<file path="config.mk">
export PLATFORM = sky130hd
export DESIGN_NAME = divider_seq
export DESIGN_NICKNAME = d
export VERILOG_FILES = /design/src/rtl/divider_seq.sv
export SDC_FILE = /design/constraint.sdc
export NUM_CORES = 1
export LEC_CHECK = 0
export BUFFER_PORTS_ARGS = -buffer_cell sky130_fd_sc_hd__buf_2
export CORE_ASPECT_RATIO = 1.1
export CORE_MARGIN = 10
export CORE_UTILIZATION = 51
export DETAILED_ROUTE_END_ITERATION = 6
export PLACE_DENSITY_LB_ADDON = 0.2
export RECOVER_POWER = 50
export SKIP_LAST_GASP = 1
export SYNTH_ARGS = -nofsm -noshare
export SYNTH_HDL_FRONTEND = slang
export SYNTH_SLANG_ARGS = --single-unit
</file>
<file path="constraint.sdc">
create_clock -name clk -period 6.7 [get_ports clk]
set_input_delay 1.34 -clock clk [delete_from_list [all_inputs] [get_ports clk]]
set_output_delay 1.34 -clock clk [all_outputs]
set_load 0.02 [all_outputs]
</file>
<file path="src/rtl/divider_seq.sv">
// divider_seq
// Sequential radix-2 restoring unsigned divider that produces one quotient bit
// per clock. It feeds the wide operand of the downstream shift-add multiplier
// and uses the same level-enable / "ok" handshake, so divider_ok can drive the
// multiplier's en directly.
//
// Ports:
//   clk          rising-edge clock
//   rst_n        asynchronous active-low reset
//   en           level request; held high through the operation and while the
//                result is consumed, dropped for at least one edge in between
//   dividend     M-bit unsigned dividend, sampled on the start edge only
//   divisor      D-bit unsigned divisor, sampled on the start edge only
//   quotient     M-bit registered quotient
//   remainder    D-bit registered remainder
//   divider_ok   result valid, high only in DONE
//   div_by_zero  high together with divider_ok when the latched divisor was 0
module divider_seq #(
    parameter int M = 26,
    parameter int D = 13
) (
    input  logic         clk,
    input  logic         rst_n,
    input  logic         en,
    input  logic [M-1:0] dividend,
    input  logic [D-1:0] divisor,
    output logic [M-1:0] quotient,
    output logic [D-1:0] remainder,
    output logic         divider_ok,
    output logic         div_by_zero
);

    localparam int CW = $clog2(M + 1);

    typedef enum logic [1:0] {
        IDLE = 2'd0,
        CALC = 2'd1,
        DONE = 2'd2
    } state_t;

    state_t        state;
    state_t        next_state;

    logic [M-1:0]  work;
    logic [D-1:0]  divisor_r;
    logic [D-1:0]  partial_rem;
    logic [CW-1:0] count;
    logic          dbz_r;

    logic [D:0]    trial;
    logic          q_bit;
    logic [D-1:0]  next_rem;
    logic          last_iter;

    // One restoring step: bring the next dividend bit into the partial
    // remainder and subtract the divisor if it fits. The subtraction can be
    // done in D bits because whenever it is taken the true difference is
    // smaller than the divisor, so the carry-out bit is always zero.
    always_comb begin
        trial     = {partial_rem, work[M-1]};
        q_bit     = (trial >= {1'b0, divisor_r});
        next_rem  = q_bit ? (trial[D-1:0] - divisor_r) : trial[D-1:0];
        last_iter = (count == CW'(M - 1));
    end

    // State register.
    always_ff @(posedge clk or negedge rst_n) begin
        if (!rst_n) begin
            state <= IDLE;
        end else begin
            state <= next_state;
        end
    end

    // Next-state logic. A zero divisor skips CALC entirely; dropping en in
    // CALC aborts, and takes priority over completion on the final edge.
    always_comb begin
        next_state = state;
        case (state)
            IDLE: begin
                if (en) begin
                    next_state = (divisor == '0) ? DONE : CALC;
                end
            end
            CALC: begin
                if (!en) begin
                    next_state = IDLE;
                end else if (last_iter) begin
                    next_state = DONE;
                end
            end
            DONE: begin
                if (!en) begin
                    next_state = IDLE;
                end
            end
            default: next_state = IDLE;
        endcase
    end

    // Output flags are decoded from the registered state, so they clear on
    // the same edge that leaves DONE without touching quotient/remainder.
    always_comb begin
        divider_ok  = (state == DONE);
        div_by_zero = (state == DONE) && dbz_r;
    end

    // Datapath: operand capture on the start edge, one shift/subtract per
    // CALC edge, and result load only on the completion edge (or the start
    // edge for divide-by-zero), so quotient/remainder are stable while ok.
    always_ff @(posedge clk or negedge rst_n) begin
        if (!rst_n) begin
            work        <= '0;
            divisor_r   <= '0;
            partial_rem <= '0;
            count       <= '0;
            dbz_r       <= 1'b0;
            quotient    <= '0;
            remainder   <= '0;
        end else begin
            case (state)
                IDLE: begin
                    if (en) begin
                        work        <= dividend;
                        divisor_r   <= divisor;
                        partial_rem <= '0;
                        count       <= '0;
                        dbz_r       <= (divisor == '0);
                        if (divisor == '0) begin
                            quotient  <= '1;
                            remainder <= '0;
                        end
                    end
                end
                CALC: begin
                    if (en) begin
                        work        <= {work[M-2:0], q_bit};
                        partial_rem <= next_rem;
                        count       <= count + CW'(1);
                        if (last_iter) begin
                            quotient  <= {work[M-2:0], q_bit};
                            remainder <= next_rem;
                        end
                    end
                end
                default: begin
                end
            endcase
        end
    end

endmodule

</file>
Word-level counts from Yosys, hierarchy flattened
Cells that the tools add are included.
{"block": "totals", "ff_bits": 99, "in_bits": 42, "output_inout_bits": 41, "word_cells": 54}
{"block": "op_classes", "addsub": 2, "order_cmp": 1, "eq_ne": 9, "mux": 26, "n_reduce_logical": 8}
{"op": "2-to-1 mux 26 bit", "count": 6}
{"op": "one-hot mux 26 bit (2 select lines)", "count": 2}
{"op": "2-to-1 mux 13 bit", "count": 7}
{"op": "one-hot mux 13 bit (2 select lines)", "count": 2}
{"op": ">= comparator 14 x 13 -> 1 bit", "count": 1}
{"op": "logical NOT 13 bit", "count": 1}
{"op": "subtractor 13 bit", "count": 1}
{"op": "2-to-1 mux 2 bit", "count": 5}
{"op": "2-to-1 mux 5 bit", "count": 2}
{"op": "!= test 2 bit (second input constant)", "count": 5}
{"op": "one-hot mux 5 bit (2 select lines)", "count": 1}
{"op": "one-hot mux 2 bit (3 select lines)", "count": 1}
{"op": "AND reduction 3 bit", "count": 2}
{"op": "adder 5 x 1 -> 5 bit (second input constant)", "count": 1}
{"op": "equality test 5 bit (second input constant)", "count": 1}
{"op": "AND reduction 5 bit", "count": 1}
{"op": "!= test 3 bit (second input constant)", "count": 1}
{"op": "equality test 2 x 1 -> 1 bit (second input constant)", "count": 1}
{"op": "equality test 2 bit (second input constant)", "count": 1}
{"op": "logical NOT 2 bit", "count": 1}
{"op": "AND reduction 2 bit", "count": 1}
{"op": "nonzero test 2 bit", "count": 1}
{"op": "logical AND 1 bit", "count": 1}

Longest topological paths before layout
{"block": "depth", "ltp_word": 5, "depth_mapped": 11}

Worst setup path after synthesis
Ideal clock, no wire load.
{"block": "synth_timing", "path_type": "input -> register", "startpoint": "input divisor[1]", "endpoint": "register quotient[16]", "setup_ns": 0.136, "t_arrival_ns": 2.598, "required_ns": 6.564, "path_slack_ns": 3.967, "stages": 8, "path_cell_list": "nor4_1 nand4_1 o21ai_1 nand2_1 clkbuf_1 clkbuf_1 nand2_1 o21ai_0"}
{"block": "synth_between", "elab_chain_len": 3}
{"item": "from (decl)", "line_no": "26", "text": "input logic [D-1:0] divisor,"}
{"item": "logical NOT 13 bit", "line_no": "129", "text": "if (divisor == '0) begin"}
{"item": "!= test 2 bit (no line)"}
{"item": "AND reduction 5 bit (no line)"}
{"item": "to (signal assigned)", "line_no": "141", "text": "quotient <= {work[M-2:0], q_bit};"}
{"item": "to (decl)", "line_no": "27", "text": "output logic [M-1:0] quotient,"}
Every way passes these cells.
A chain may end at the register's enable or synchronous reset.

==> summary.log <==
qor: sta.fin_tns_setup 0 ns
qor: synthesis.netlist_area 5110 um^2
qor: power_and_ir_drop.net-switching-power 787 uW
qor: grt.grt_max_degree 71
qor: min_path.timing.hold.worst.class reg -> reg
qor: grt.first_global_vias 4,358
qor: clock_tree.number_of_buffers_inserted_by_post_cts_setup_repair 0
qor: critical_path.cp_cell_sequence clkbuf_1 -> clkbuf_2
qor: synthesis.number_of_enable_flip_flop_cells_after_synthesis 0
qor: critical_path.critical_path.max_fanout 70
qor: final_layout.postLayoutCellArea 5740 um^2
qor: power_and_ir_drop.p_int 1140 uW
qor: sta.timing.max_slew.rel_slack -0.135
qor: detailed_routing.routed_wl 12.7 mm
qor: detailed_routing.drc 0
qor: synthesis.ys_types 50
qor: critical_path.timing.critical_path.required 6.87 ns
qor: detailed_routing.num_vias 4,432
qor: clock_tree.tritoncts.num_buffers 9
qor: sta.finalHoldViolations 0
qor: critical_path.critical_path.max_stage_delay 1.43 ns
qor: grt.grt_first_pass_wirelength 21.1 mm
qor: clock_tree.clockRootBuffer sky130_fd_sc_hd__clkbuf_8
qor: power_and_ir_drop.powerDensity 335 nW/um^2
qor: clock_tree.worstSkewPairLatency 0.37 ns
qor: floorplan.die_h 125 um
qor: synthesis.post_synthesis_async_set_or_reset_flop_share 1.00
qor: final_layout.design.final.nets 713
qor: power_and_ir_drop.p_seq_frac 0.416
qor: synthesis.yosys_register_bits 99
qor: power_and_ir_drop.combinationalPowerShare 0.407
qor: job.cap_viol_max_count 2
qor: final_layout.post-route-util 0.583
qor: clock_tree.cts_sinks 99
qor: grt.number_of_antenna_violations_at_the_first_check_in_global_routing 0
qor: synthesis.synth.yosys.seq_area_share 0.485
qor: floorplan.area_of_the_core 9840 um^2
qor: synthesis.postSynthAreaPerCell 8.67 um^2
qor: floorplan.floorplan.initialDensity 0.519
qor: floorplan.total_die_area 14,400 um^2
qor: critical_path.critical_path_class in -> async
qor: critical_path.crit_family buffers and inverters
qor: final_layout.flow.area_growth_from_synthesis 12.4%
qor: place.port-buffer-count 82
qor: run_status.outcome finished, violations left
qor: sta.worst_clock_skew 0.00758 ns
qor: sta.grt_setup_unrepaired false
qor: sta.worst_slew_pin_slew 1.70 ns
qor: grt.grt_overflow_total 0
qor: clock_tree.buffer_depth_of_the_longest_clock_path 2
qor: critical_path.worst_setup_path_end_kind async pin
qor: detailed_routing.drt-pass1-iter-count 5
qor: clock_tree.cts_hold_buf 0
qor: synthesis.synth_cells 589
qor: power_and_ir_drop.post-layout-total-power 1920 uW
qor: place.place.gp.congestion 0.914
qor: power_and_ir_drop.power.share.switching 0.409
qor: critical_path.arrival 4.00 ns
qor: synthesis.postSynthNetCount 647
qor: synthesis.synth-warning-count 0
qor: grt.grt.total_usage 0.179
qor: place.placed_area 5610 um^2
qor: sta.final-max-slew-violation-count 102
qor: sta.setup_viol 0
qor: critical_path.start_kind primary input
qor: clock_tree.ctsResizeCount 0
qor: sta.finalWorstPathRequiredPeriod 3.83 ns
qor: final_layout.insertedDiodeCount 0
qor: floorplan.die_width 115 um
qor: detailed_routing.drt-wirelength-per-cell 16.3 um
qor: power_and_ir_drop.leakage_power_of_the_design 0.00270 uW
qor: detailed_routing.final_antenna_net_count 0
qor: sta.fmaxAchievable 261 MHz
qor: sta.min_period_over_period 0.572
qor: run_status.failing_checks max-capacitance violations, max-slew violations
qor: detailed_routing.viasPerCell 5.69
qor: place.post-dp-hpwl 9.04 mm
qor: critical_path.worstPathBufferInverterCount 2
qor: clock_tree.h-tree-depth 3
qor: power_and_ir_drop.clock_network_fraction_of_total_power 0.177
qor: clock_tree.clk_transition_reported_paths 0.09 ns
qor: floorplan.rows 38
qor: critical_path.critical-path-slowest-cell sky130_fd_sc_hd__clkbuf_2
qor: synthesis.ys_dominant_reg_cell sky130_fd_sc_hd__dfrtp_1
qor: power_and_ir_drop.irDropWorstVdd 0.137 mV
qor: sta.timing.hold.ws 0.482 ns
qor: floorplan.num_io_pins 83
qor: clock_tree.tritoncts built
qor: final_layout.number_of_fill_cells_in_the_layout 912
qor: final_layout.fraction_of_layout_instances_using_a_drive_strength_above_1 0.161
qor: detailed_routing.initialDrtViolationCount 253
[layout make-up]
class / instances / area [um^2] / share of cell area
repair buffers: 90 / 447 / 0.0778
well taps: 120 / 150 / 0.0262
flip-flops and latches: 99 / 2480 / 0.432
inverters: 17 / 63.8 / 0.0111
clock buffers: 11 / 131 / 0.0229
multi-input cells: 438 / 2440 / 0.425
clock inverters: 4 / 28.8 / 0.00501
[path summary, 6_finish.rpt]
path / from / endpoint / slack [ns] / cells after the start
max in group clk: en / remainder[6] / 3.47 / 6
hold reg to reg: quotient[22] / quotient[22] / 0.48 / 2
hold / removal: quotient[22] / quotient[22] / 0.48 / 2
min in group asynchronous: rst_n / divisor_r[8] / 1.39 / 1
setup reg to reg: work[25] / partial_rem[7] / 3.65 / 10
setup / recovery: rst_n / work[3] / 2.87 / 2
[routing by layer]
| metal | track usage | vias to the layer above | wire length, um |
|---|---|---|---|
| met1 | 0.232 | 2066 | 5660 |
| met2 | 0.274 | 148 | 5780 |
| li1 | - | 2198 | - |
| met3 | 0.0555 | 20 | 993 |
| met4 | 0.0642 | 0 | 261 |
| met5 | 0 | - | 0 |
[synthesized netlist by cell type (all sizes together), types with 6 or more instances]
cell type,count,area share
nand2,127,0.093
dfrtp,99,0.49
nor2,66,0.049
o21ai,59,0.058
clkbuf,32,0.024
a31oi,28,0.034
a21oi,19,0.019
inv,17,0.012
ha,15,0.037
nand4,14,0.017
o211ai,11,0.016
nor3,9,0.0088
nand3,8,0.0078
o31ai,7,0.010
a21o,6,0.0091
and2,6,0.0078
[tightest hold or removal path: stages (launching register included)]
cell and delay (ns):
sky130_fd_sc_hd__dfrtp_1 0.35, sky130_fd_sc_hd__nand2_1 0.04, sky130_fd_sc_hd__o21ai_0 0.06
[power by group through the flow]
stage	combinational, uW	clock, uW	sequential (uW)
2_1_floorplan	525	0	837
6_report	784	340	800
5_1_grt	874	373	815
3_5_place_dp	776	0	809
4_1_cts	783	351	799
3_3_place_gp	759	0	805
[registers in the layout (all words and copies together) (netlist names)]
register,cells
quotient,26
dbz_r,1
state,2
work,26
partial_rem,13
divisor_r,13
remainder,13
count,5
[cells in the final DEF, fill, tap and decap left out, drive strengths merged, types with 6 or more instances in the layout]
cell	count
ha	15
buf	76
and2	6
nand4	14
o31ai	7
inv	17
dfrtp	99
a21o	6
clkbuf	25
a21oi	19
nand2	127
o21ai	59
nand3	8
nor2	66
nor3	9
o211ai	11
a31oi	28
[through the flow]
step                      cells  setup WS [ns]
after floorplan             589           3.97
after global placement      764           3.16
after detailed placement    764           3.12
after CTS                   779           3.52
after global routing        779           2.29
final                       779           2.87
[kinds of logic (layout without fill, tap and decap cells)]
kind of cell             Yosys count  after routing  synth area share
multiplexers                       6              6            0.0127
flip-flops                        99             99             0.485
AND/OR/NAND/NOR                  251            251             0.211
buffers and inverters             52            122            0.0397
adder cells (fa/ha/maj)           16             16            0.0407
XOR/XNOR                           7              7            0.0120
AO/OA/AOI/OAI                    158            158             0.198
Note: power is estimated with default switching activity, not from simulation.
